$ cat src/rtl/shift_arbiter_amisha.sv
// Round-robin sequencer sharing one combinational barrel shifter stage between
// two requesters. Each transaction is accept -> shift -> response.
module shift_arbiter_amisha #(
   parameter int DW = 8,
   parameter int AW = 3
) (
   input  logic          clk_amisha,
   input  logic          rst_n_amisha,
   input  logic          req0_valid_amisha,
   output logic          req0_ready_amisha,
   input  logic [DW-1:0] req0_data_amisha,
   input  logic [AW-1:0] req0_amt_amisha,
   input  logic          req1_valid_amisha,
   output logic          req1_ready_amisha,
   input  logic [DW-1:0] req1_data_amisha,
   input  logic [AW-1:0] req1_amt_amisha,
   output logic [DW-1:0] sh_a_amisha,
   output logic [AW-1:0] sh_amt_amisha,
   input  logic [DW-1:0] sh_y_amisha,
   output logic          rsp_valid_amisha,
   input  logic          rsp_ready_amisha,
   output logic [DW-1:0] rsp_data_amisha,
   output logic          rsp_id_amisha,
   output logic          busy_amisha,
   output logic [7:0]    txn_cnt_amisha
);

   localparam logic [1:0] ST_IDLE  = 2'd0;
   localparam logic [1:0] ST_SHIFT = 2'd1;
   localparam logic [1:0] ST_RESP  = 2'd2;

   logic [1:0]    state_q;
   logic          rr_q;
   logic          id_q;
   logic [DW-1:0] sh_a_q;
   logic [AW-1:0] sh_amt_q;
   logic          rsp_valid_q;
   logic [DW-1:0] rsp_data_q;
   logic          rsp_id_q;
   logic [7:0]    txn_cnt_q;

   logic          grant_any;
   logic          grant_id;
   logic          accept;
   logic          rsp_fire;

   // On a tie the requester that did not complete last wins (rr holds last winner).
   always_comb begin
      grant_any = req0_valid_amisha | req1_valid_amisha;
      grant_id  = 1'b0;
      if (req0_valid_amisha && req1_valid_amisha) begin
         grant_id = ~rr_q;
      end else if (req1_valid_amisha) begin
         grant_id = 1'b1;
      end
   end

   // Ready is also gated by reset so nothing appears accepted while reset is held.
   assign accept            = rst_n_amisha && (state_q == ST_IDLE) && grant_any;
   assign req0_ready_amisha = accept && !grant_id;
   assign req1_ready_amisha = accept && grant_id;
   assign rsp_fire          = (state_q == ST_RESP) && rsp_ready_amisha;

   always_ff @(posedge clk_amisha) begin
      if (!rst_n_amisha) begin
         state_q     <= ST_IDLE;
         rr_q        <= 1'b1;
         id_q        <= 1'b0;
         sh_a_q      <= '0;
         sh_amt_q    <= '0;
         rsp_valid_q <= 1'b0;
         rsp_data_q  <= '0;
         rsp_id_q    <= 1'b0;
         txn_cnt_q   <= '0;
      end else begin
         case (state_q)
            ST_IDLE: begin
               if (grant_any) begin
                  sh_a_q   <= grant_id ? req1_data_amisha : req0_data_amisha;
                  sh_amt_q <= grant_id ? req1_amt_amisha  : req0_amt_amisha;
                  id_q     <= grant_id;
                  state_q  <= ST_SHIFT;
               end
            end
            ST_SHIFT: begin
               rsp_data_q  <= sh_y_amisha;
               rsp_id_q    <= id_q;
               rsp_valid_q <= 1'b1;
               state_q     <= ST_RESP;
            end
            ST_RESP: begin
               if (rsp_fire) begin
                  rr_q        <= rsp_id_q;
                  txn_cnt_q   <= txn_cnt_q + 8'd1;
                  rsp_valid_q <= 1'b0;
                  state_q     <= ST_IDLE;
               end
            end
            default: begin
               rsp_valid_q <= 1'b0;
               state_q     <= ST_IDLE;
            end
         endcase
      end
   end

   assign sh_a_amisha      = sh_a_q;
   assign sh_amt_amisha    = sh_amt_q;
   assign rsp_valid_amisha = rsp_valid_q;
   assign rsp_data_amisha  = rsp_data_q;
   assign rsp_id_amisha    = rsp_id_q;
   assign busy_amisha      = (state_q != ST_IDLE);
   assign txn_cnt_amisha   = txn_cnt_q;

endmodule
$ cat config.mk
export PLATFORM = sky130hd
export DESIGN_NAME = shift_arbiter_amisha
export DESIGN_NICKNAME = d
export VERILOG_FILES = /design/src/rtl/shift_arbiter_amisha.sv
export SDC_FILE = /design/constraint.sdc
export NUM_CORES = 1
export LEC_CHECK = 0
export ABC_AREA = 1
export ABC_CLOCK_PERIOD_IN_PS = 950
export BUFFER_PORTS_ARGS = -buffer_cell sky130_fd_sc_hd__buf_2
export CORE_ASPECT_RATIO = 1.2
export CORE_MARGIN = 3
export CORE_UTILIZATION = 41
export DETAILED_ROUTE_END_ITERATION = 16
export PLACE_DENSITY = 0.75
export SLEW_MARGIN = 30
export SYNTH_ARGS = -nofsm -noshare
export SYNTH_HDL_FRONTEND = slang
export SYNTH_SLANG_ARGS = --single-unit
$ cat constraint.sdc
create_clock -name clk_amisha -period 0.95 [get_ports clk_amisha]
set_input_delay 0.0475 -clock clk_amisha [delete_from_list [all_inputs] [get_ports clk_amisha]]
set_output_delay 0.0475 -clock clk_amisha [all_outputs]
set_load 0.02 [all_outputs]
Yosys cells after proc, flatten, opt, wreduce, memory -nomap -nowiden
Index checks and enable logic that the tools add are counted.
Storage, ports and cells
  bits of input ports: 35
  bits in registers: 33
Cells by class
  eq/ne operators: 4
  reductions and logical operators: 13
  muxes and demuxes: 9
  add/sub/neg operators: 1
  bitwise logic cells: 3
Operator list (number)
  adder 8 x 1 -> 8 bit, second input constant: 1
  2-to-1 mux 8 bit: 1
  AND reduction 2 bit: 4
  logical AND 1 bit: 6
  one-hot mux 2 bit (3 select lines): 1
  2-to-1 mux 2 bit: 2
  != test 2 bit, second input constant: 2
  2-to-1 mux 1 bit: 3
  2-to-1 mux 3 bit: 1
  one-hot mux 1 bit (3 select lines): 1
  == test 2 x 1 -> 1 bit, second input constant: 1
  == test 2 bit, second input constant: 1
  logical NOT 2 bit: 1
  NOT 1 bit: 2
  nonzero test 2 bit: 1
  logical NOT 1 bit: 1
  bitwise OR 1 bit: 1

Logic depth before layout (Yosys ltp)
Gate-level depths: netlist of the first run.
  depth in word-level cells: 4
  mapped depth: 7

Worst setup path after synthesis of the first run
Ideal clock, no wire load.
  path kind: register to output
  from: reg state_q[1]
  to: out req0_ready_amisha
  slack: -0.289 ns
  data arrival time: 1.192 ns
  cell stages (with the launch flop): 7
  path buffers: 1
  cell sequence: dfxtp_1 -> inv_2 -> nand2_4 -> nor2_8 -> buf_6 -> nand2_2 -> a21oi_1
On the way
  word-level cells in the longest chain between the ends: 4
RTL lines
  start: declaration: RTL line 32  | logic [1:0] state_q;
  start signal: assignment: RTL line 66  | state_q <= ST_IDLE;
  start signal: assignment: RTL line 82  | state_q <= ST_SHIFT;
  start signal: assignment: RTL line 89  | state_q <= ST_RESP;
  logical NOT 2 bit: RTL line 59  | assign accept = rst_n_amisha && (state_q == ST_IDLE) && grant_any;
  logical AND 1 bit (2 in a row): RTL line 59
  logical AND 1 bit: RTL line 60  | assign req0_ready_amisha = accept && !grant_id;
  end: declaration: RTL line 10  | output logic req0_ready_amisha,
Every way passes these cells.

Worst setup path after layout of the first run
Ends and elaborated chain as after synthesis.

==> results of run 1 <==
## flip-flops by register name (all words and copies together) (netlist names)
| register | count |
|---|---|
| sh_amt_amisha | 3 |
| sh_a_amisha | 8 |
| id_q | 1 |
| rsp_valid_amisha | 1 |
| state_q | 2 |
| txn_cnt_amisha | 8 |
| rsp_id_amisha | 1 |
| rsp_data_amisha | 8 |
| rr_q | 1 |
## cell families after synthesis
| kind of cell | count (synthesis) | share of synthesized area, % |
|---|---|---|
| AND/OR/NAND/NOR | 92 | 29.6 |
| AO/OA/AOI/OAI | 44 | 15.7 |
| flip-flops | 33 | 46.4 |
| buffers and inverters | 20 | 6.77 |
| XOR/XNOR | 1 | 0.615 |
| adder cells (fa/ha/maj) | 1 | 0.879 |
## metal layers
layer	wire, µm	up-vias	track usage (%)
li1	-	864	-
met1	1750	747	21.7
met2	2200	59	33.8
met3	296	10	6.02
met4	93	0	6.65
met5	0	-	0
## worst reg2reg max path, cell delays in order (launching register included)
cell	delay [ns]
dfxtp_4	0.36
inv_4	0.07
nand2_8	0.06
nor2_8	0.09
buf_4	0.11
buf_6	0.12
clkbuf_16	0.14
nand2_1	0.04
a21oi_1	0.11
nor2_1	0.06
## through the flow
| stage | hold WS [ns] | cells | worst slack, ns | power, W | instance area, µm² |
|---|---|---|---|---|---|
| global placement | 0.274 | 303 | -0.120 | 0.00239 | 1970 |
| detailed placement | 0.279 | 303 | -0.136 | 0.00239 | 1970 |
| finish | 0.0375 | 345 | -0.332 | 0.00371 | 2620 |
| floorplan | 0.183 | 191 | -0.108 | 0.00209 | 1500 |
| CTS | 0.0233 | 338 | -0.370 | 0.00360 | 2430 |
| global route | 0.0394 | 345 | -0.407 | 0.00390 | 2620 |
## timing repair
action | 4_1_cts | 5_1_grt
hold endpoints to repair | 19 | 0
cloned | 1 | 1
pin swaps | 10 | 4
buffers inserted | 7 | 7
resized for setup | 42 | 44
endpoints found under the setup margin | 36 | 49
hold buffers | 19 | 0
## cell usage in the layout, fill, tap and decap left out, types with 2 or more instances in the layout
cell type      count
o21ai_0            4
clkbuf_4           5
nor2_1            33
buf_2             49
nand3_2            4
nand4_1            2
a21oi_2            7
buf_4             28
nor2_2             5
dfxtp_1           21
o21ai_1           12
nand2_1           26
dfxtp_2            6
a21oi_1           12
inv_1              7
buf_6             20
o21ai_2            6
dlygate4sd3_1     19
nand2_2            3
inv_4              3
nor2_4             2
nand3_1           13
dfxtp_4            6
clkbuf_16          2
## area by class of cell
type / instances / area (µm²) / share of cell area (%)
multi-input combinational: 138 / 810 / 30.9
timing repair buffer: 119 / 943 / 36.0
tap: 36 / 45.0 / 1.72
sequential: 33 / 691 / 26.4
clock buffer: 8 / 80.1 / 3.06
inverter: 11 / 48.8 / 1.86
## worst max-delay path by stage
stage	from	to	cells after the start
after detailed placement	state_q[0]$_SDFFE_PN0P_	sh_a_amisha[7]$_SDFFE_PN0P_	7
after global routing	state_q[1]$_SDFFE_PN0P_	req0_ready_amisha	6
after floorplan	state_q[1]$_SDFFE_PN0P_	sh_a_amisha[3]$_SDFFE_PN0P_	7
after global placement	state_q[0]$_SDFFE_PN0P_	sh_amt_amisha[1]$_SDFFE_PN0P_	7
after CTS	state_q[1]$_SDFFE_PN0P_	req0_ready_amisha	6
final	state_q[1]$_SDFFE_PN0P_	req0_ready_amisha	6
## power by group
part	total (W)	switching [W]	leakage, nW	internal, W
clock	0.000993	0.000470	0.0437	0.000523
sequential	0.00156	0.0000753	0.278	0.00149
combinational	0.00116	0.000587	0.891	0.000568
==> flow_summary_export.csv, run 1 <==
group,metric,value,unit
outcome,status,"finished with violations",
outcome,violations,"negative setup slack",
min_path,hold_depth,5,
yosys,synth_warnings,0,
yosys,synth_common_cells,"38 x nor2_1, 33 x dfxtp_1, 29 x nand2_1",
timing,period_needed,1.28,ns
die,dieArea,0.00422,mm²
yosys,ys_ff_latch,33,
critical_path,path_cells,"inv_4 > nand2_8 > nor2_8 > nand2_4 > a21oi_4 > buf_6",
critical_path,end_kind,"primary output",
timing,setup_viol_count_final,38,
min_path,worstHoldEndpoint,"sh_a_amisha[5]$_SDFFE_PN0P_",
clock_network,cts_made_buffers,5,
critical_path,cpMaxStageDelayCell,"dfxtp_4",
routing,wirelength,4350,µm
yosys,yosysMostFrequentCell,"nor2_1",
clock_network,clk_latency,0.33,ns
global_route,antenna_found_initial,0,
yosys,synth.distinct_cells,25,
global_route,grt-ovfl-total,0,
power_and_ir_drop,vdd.ir_drop.worst,1240,µV
routing,avgViaCountPerCell,4.87,
critical_path,crit_arrival,1.23,ns
die,die_w,59.8,µm
power_and_ir_drop,p_leak,1.21,nW
yosys,ys.flop_type,"dfxtp_1",
critical_path,path_class,"flip-flop to primary output",
timing,clock_skew,0.00514,ns
critical_path,cp_num_buf_inv,2,
global_route,first_global_vias,1570,
timing,rsz0062_at_grt,"true",
die,io-pin-count,67,
die,core_area,0.00319,mm²
routing,drc,0,
cells_and_area,antenna_cells,0,
routing,drt-pass1-iter-count,4,
critical_path,critical_path.max_fanout,3,
global_route,grt_max_degree,14,
clock_network,clock_sinks,33,
critical_path,startpoint_type,"flip-flop",
yosys,synth_top_cell_by_area,"dfxtp_1",
power_and_ir_drop,power.density,1420,mW/mm²
clock_network,clk_path_buf_depth,2,
cells_and_area,nFillCells,195,
global_route,grt_pass1_wl,6460,µm
clock_network,cts_tree,"done",
placed_design,post-dp-hpwl,2560,µm
critical_path,r2r_cells,9,
timing,tightestPinTransition,0.264,ns
yosys,syn_avg_cell_area,7.45,µm²
yosys,synthTopCellsByArea,"dfxtp_1 46%, nor2_1 10%, nand2_1 7.6%",
timing,hold_violations,0,
critical_path,slowest_delay,0.36,ns
routing,vias,1680,
placed_design,gp_congestion,0.760,
timing,fmaxAchievable,0.780,GHz
yosys,synth_seq_area_share,46.4,%
cells_and_area,nNetsFinal,344,
critical_path,required,0.90,ns
yosys,syn_inst,191,
routing,post_drt_wl_per_cell,12.6,µm
cells_and_area,utilization,82.0,%
routing,ant_nets,0,
cells_and_area,syn_to_final_growth,83.8,%
critical_path,crit_family,"flip-flops",
yosys,synth_fp_nets,227,
critical_path,reg2reg_slack,-0.31,ns
clock_network,cts-root-buf,"clkbuf_4",
placed_design,numPortBuffers,66,
timing,finalMaxSlewViolations,0,
clock_network,cts.clk_slew.worst_paths,0.10,ns
timing,slew_headroom,82.4,%
die,rows,22,
timing,timing.final.crit_share,135,%
die,die-height,70.6,µm
yosys,synth_edf_count,0,
critical_path,r2r-start,"state_q[1]$_SDFFE_PN0P_",
yosys,synth_top_area_share,46.4,%
timing,final.setup.tns,-7.09,ns
timing,layout_setup_ws,-0.332,ns
yosys,ys_async_sr_fraction,0,%
min_path,hold_start,"req1_data_amisha[5]",
critical_path,r2r-end,"sh_a_amisha[1]$_SDFFE_PN0P_",
clock_network,htreeDepth,2,
yosys,syn_area,0.00142,mm²
min_path,min_path_type,"primary input to flip-flop",
run,maxCapViolations,0,
cells_and_area,drive_above_1_share,51.1,%
routing,first_iter_violations,32,
die,initial_core_util,44.6,%
global_route,grt.total_usage,19.4,%
Note: power is estimated with default switching activity, not from simulation.
==> run 2, diff against run 1 <==
Settings changed: ABC_CLOCK_PERIOD_IN_PS 950 to 1300, CORE_UTILIZATION 41 to 45, PLACE_DENSITY 0.75 to 0.78.
Clock period 0.95 ns to 1.3 ns, I/O delays scaled along.
==> flow_summary_export.csv, run 2 (same netlist as run 1, synthesis figures left out) <==
group,metric,value,unit
timing,rsz0062_at_grt,"true",
power_and_ir_drop,switching_share,31.3,%
placed_design,placed_area,0.00180,mm²
run,maxCapViolations,0,
timing,final.setup.tns,-0.0361,ns
timing,fmaxAchievable,0.751,GHz
clock_network,cts_made_buffers,5,
routing,drt-pass1-iter-count,4,
routing,vias,1560,
placed_design,post-dp-hpwl,2430,µm
critical_path,cpMaxStageDelayCell,"dfxtp_2",
die,rows,21,
timing,finalMaxSlewViolations,0,
critical_path,required,1.24,ns
power_and_ir_drop,seq_power_share,46.6,%
global_route,antenna_found_initial,0,
cells_and_area,antenna_cells,0,
critical_path,crit_arrival,1.27,ns
timing,slew_headroom,77.8,%
min_path,min_path_type,"primary input to flip-flop",
critical_path,crit_family,"flip-flops",
critical_path,path_cells,"inv_2 > nand2_4 > nor2_8 > nand2_4 > a21oi_4 > buf_6",
routing,first_iter_violations,36,
timing,period_needed,1.33,ns
global_route,grt_pass1_wl,6180,µm
routing,wirelength,4000,µm
power_and_ir_drop,p_int,0.00168,W
timing,hold_violations,0,
die,core_area,0.00292,mm²
global_route,grt_max_degree,18,
cells_and_area,final_area,0.00214,mm²
clock_network,cts-root-buf,"clkbuf_4",
clock_network,cts_tree,"done",
clock_network,htreeDepth,2,
clock_network,clock_sinks,33,
power_and_ir_drop,pwr-share-comb,25.9,%
die,initial_core_util,48.8,%
routing,ant_nets,0,
timing,layout_setup_ws,-0.0309,ns
critical_path,path_class,"flip-flop to primary output",
outcome,status,"finished with violations",
critical_path,startpoint_type,"flip-flop",
power_and_ir_drop,p_leak,1.05,nW
critical_path,slowest_delay,0.34,ns
timing,setup_viol_count_final,2,
critical_path,critical_path.max_fanout,3,
placed_design,post-place-ws,0.137,ns
timing,clock_skew,0.00684,ns
routing,avgViaCountPerCell,4.88,
cells_and_area,mostFrequentLayoutCells,"64 x buf_2, 37 x nor2_1, 31 x dfxtp_1",
outcome,violations,"negative setup slack",
routing,post_drt_wl_per_cell,12.5,µm
power_and_ir_drop,pwr-share-clk,27.6,%
cells_and_area,instances_no_fill,320,
clock_network,clk_path_buf_depth,2,
critical_path,end_kind,"primary output",
timing,timing.final.crit_share,102,%
global_route,first_global_vias,1474,
cells_and_area,drive_above_1_share,34.6,%
die,dieArea,0.00388,mm²
critical_path,path_common_cell,"nand2_4",
power_and_ir_drop,switchingPower,0.000765,W
routing,drc,0,
die,die_w,57.4,µm
global_route,grt.total_usage,20.8,%
clock_network,clk_latency,0.34,ns
timing,tightestPinTransition,0.333,ns
timing,timing.hold.ws,0.0565,ns
placed_design,gp_congestion,0.770,
power_and_ir_drop,power.density,1140,mW/mm²
die,io-pin-count,67,
global_route,grt-ovfl-total,0,
cells_and_area,syn_to_final_growth,50.4,%
cells_and_area,nNetsFinal,321,
power_and_ir_drop,vdd.ir_drop.worst,913,µV
critical_path,cp_num_buf_inv,2,
clock_network,cts.clk_slew.worst_paths,0.11,ns
cells_and_area,layout.cells.most_common,"buf_2",
placed_design,dp_cells,288,
placed_design,numPortBuffers,66,
die,die-height,67.6,µm
run 2: cell count changes in the layout (fill, tap and decap cells not counted), sizes merged:
cell | previous run | this run
buf | 99 | 77
clkbuf | 9 | 7
clkinv | 0 | 2
inv | 11 | 10
run 2: worst paths after layout:
| check | from | end | slack, ns | cells after the start |
|---|---|---|---|---|
| worst min register to register | rsp_data_amisha[5]$_SDFFE_PN0P_ | rsp_data_amisha[5]$_SDFFE_PN0P_ | 0.49 | 2 |
| worst max register to register | state_q[1]$_SDFFE_PN0P_ | sh_amt_amisha[2]$_SDFFE_PN0P_ | 0.09 | 8 |
| worst min-delay path | req1_data_amisha[3] | sh_a_amisha[3]$_SDFFE_PN0P_ | 0.06 | 5 |
| worst max-delay path | state_q[1]$_SDFFE_PN0P_ | req0_ready_amisha | -0.03 | 6 |
run 2: timing repair:
action,in CTS,in global routing
gates resized for setup,6,7
hold endpoints to repair,19,0
buffers inserted,3,2
hold buffers,19,0
endpoints found under the setup margin,2,7
pin swaps,2,2
run 2: metal layers:
layer  global-route usage, %  share of wire, %  vias to the layer above
met5                       0                 0                        -
met4                    9.28               2.3                        0
met3                    7.65               6.4                        9
met2                    36.7                51                       62
met1                    21.9                40                      672
li1                        -                 -                      817
run 2: cell type report:
cell class,instances,area (µm²)
Clock inverter,1,5.00
Tap cell,34,42.5
Inverter,11,41.3
Clock buffer,7,65.1
Sequential cell,33,663
Multi-Input combinational cell,138,696
Fill cell,254,776
Timing Repair Buffer,96,628
run 2: power groups by stage:
stage	combinational [W]	clock (W)	sequential [W]
after floorplan	0.000257	0	0.00125
after global placement	0.000531	0	0.00116
after detailed placement	0.000539	0	0.00116
after CTS	0.000608	0.000681	0.00114
after global routing	0.000698	0.000729	0.00115
final	0.000632	0.000674	0.00114
run 2: metrics by stage:
stage | utilization, % | power [W]
5_1_grt | 73.4 | 0.00258
3_3_place_gp | 61.7 | 0.00169
3_5_place_dp | 61.7 | 0.00170
6_report | 73.4 | 0.00245
2_1_floorplan | - | 0.00151
4_1_cts | 72.0 | 0.00243
run 2: worst register-to-register path, delay by kind of cell (launching register included):
kind	cells	cell delay (ns)
AOI/OAI and AO/OA	1	0.12
buffers and inverters	3	0.38
DFF	1	0.34
and+or+nand+nor	4	0.27
==> run 3, diff against run 2 <==
Settings changed: MAX_ROUTING_LAYER from default to met4.
==> flow_summary_export.csv, run 3 (same netlist as run 1, synthesis figures left out) <==
group,metric,value,unit
global_route,antenna_found_initial,0,
die,core_area,0.00292,mm²
critical_path,r2r_cells,8,
routing,post_drt_wl_per_cell,12.5,µm
global_route,grt_max_degree,18,
timing,rsz0062_at_grt,"true",
timing,finalMaxSlewViolations,0,
min_path,hold_start,"req1_data_amisha[1]",
clock_network,htreeDepth,2,
cells_and_area,antenna_cells,0,
placed_design,post-dp-hpwl,2430,µm
run,maxCapViolations,0,
die,initial_core_util,48.8,%
timing,fmaxAchievable,0.750,GHz
timing,final.setup.tns,-0.0376,ns
power_and_ir_drop,vdd.ir_drop.worst,913,µV
min_path,hold_depth,5,
timing,clock_skew,0.00649,ns
cells_and_area,syn_to_final_growth,50.4,%
cells_and_area,nFillCells,254,
placed_design,gp_congestion,0.781,
power_and_ir_drop,power.density,1140,mW/mm²
cells_and_area,nNetsFinal,321,
timing,hold_violations,0,
timing,timing.final.crit_share,103,%
die,die_w,57.4,µm
routing,drt-pass1-iter-count,4,
routing,vias,1570,
clock_network,cts_made_buffers,5,
clock_network,cts.clk_slew.worst_paths,0.10,ns
global_route,first_global_vias,1473,
critical_path,critical_path.max_fanout,12,
timing,timing.hold.ws,0.0537,ns
routing,avgViaCountPerCell,4.91,
die,rows,21,
die,dieArea,0.00388,mm²
clock_network,clk_path_buf_depth,2,
die,die-height,67.6,µm
routing,wirelength,4000,µm
clock_network,clock_sinks,33,
critical_path,crit_arrival,1.27,ns
clock_network,cts_tree,"done",
timing,tightestPinTransition,0.331,ns
outcome,violations,"negative setup slack",
global_route,grt_pass1_wl,6180,µm
timing,period_needed,1.33,ns
critical_path,reg2reg_slack,0.09,ns
min_path,worstHoldEndpoint,"sh_a_amisha[1]$_SDFFE_PN0P_",
critical_path,required,1.24,ns
outcome,status,"finished with violations",
clock_network,cts-root-buf,"clkbuf_4",
cells_and_area,mostFrequentLayoutCells,"64 x buf_2, 37 x nor2_1, 31 x dfxtp_1",
placed_design,numPortBuffers,66,
cells_and_area,drive_above_1_share,34.6,%
critical_path,end_kind,"primary output",
power_and_ir_drop,p_leak,1.05,nW
critical_path,r2r-end,"sh_amt_amisha[2]$_SDFFE_PN0P_",
global_route,grt.total_usage,21.3,%
routing,drc,0,
timing,slew_headroom,77.9,%
routing,ant_nets,0,
cells_and_area,layout.cells.most_common,"buf_2",
critical_path,r2r-start,"state_q[1]$_SDFFE_PN0P_",
global_route,grt-ovfl-total,0,
critical_path,startpoint_type,"flip-flop",
die,io-pin-count,67,
routing,first_iter_violations,36,
timing,layout_setup_ws,-0.0329,ns
clock_network,clk_latency,0.34,ns
min_path,min_path_type,"primary input to flip-flop",
critical_path,path_class,"flip-flop to primary output",
timing,setup_viol_count_final,2,
## run 3: cell type report
type | instances | area, µm² | area share, %
well taps | 34 | 42.5 | 1.99
flip-flops and latches | 33 | 663 | 31.0
multi-input cells | 138 | 696 | 32.5
repair buffers | 96 | 628 | 29.3
clock buffers | 7 | 65.1 | 3.04
inverters | 11 | 41.3 | 1.93
clock inverters | 1 | 5.00 | 0.234
## run 3: repair_timing
action	CTS	global route
setup buffers	3	2
pin swaps	2	2
hold endpoints to repair	19	0
setup endpoints to repair	2	7
gates resized for setup	6	7
hold buffers	19	0
## run 3: routing by layer
layer	share of wire, %	vias to the layer above	track usage (%)
li1	-	817	-
met1	40	680	22.1
met2	51	64	37.0
met3	6.5	9	6.88
met4	2.3	0	9.28
met5	0	-	-
## run 3: worst max-delay path by stage
stage,start,to
after detailed placement,txn_cnt_amisha[0]$_SDFFE_PN0P_,txn_cnt_amisha[6]$_SDFFE_PN0P_
after global placement,txn_cnt_amisha[0]$_SDFFE_PN0P_,txn_cnt_amisha[6]$_SDFFE_PN0P_
after floorplan,state_q[1]$_SDFFE_PN0P_,req0_ready_amisha
after global routing,rr_q$_SDFFE_PN1P_,req0_ready_amisha
final,rr_q$_SDFFE_PN1P_,req0_ready_amisha
after CTS,state_q[0]$_SDFFE_PN0P_,req0_ready_amisha
## run 3: where the power goes
part | leakage [nW] | switching, W | total [W] | internal [W]
Clock | 0.0413 | 0.000360 | 0.000674 | 0.000313
Combinational | 0.734 | 0.000360 | 0.000632 | 0.000272
Sequential | 0.272 | 0.0000424 | 0.00114 | 0.00110
## run 3: critical path, stage by stage (launching register included)
cell and delay, ns:
dfxtp_1 0.37, nand2_2 0.09, buf_6 0.16, a21oi_4 0.16, buf_6 0.13
## run 3: through the flow
step	util [%]	power, W	cell area, µm²	instances	worst slack [ns]
finish	73.4	0.00244	2140	320	-0.0329
global route	73.4	0.00258	2140	320	-0.0964
CTS	72.0	0.00243	2100	318	-0.0432
detailed placement	61.7	0.00170	1800	288	0.137
global placement	61.7	0.00169	1800	288	0.172
floorplan	-	0.00151	1420	191	0.0433
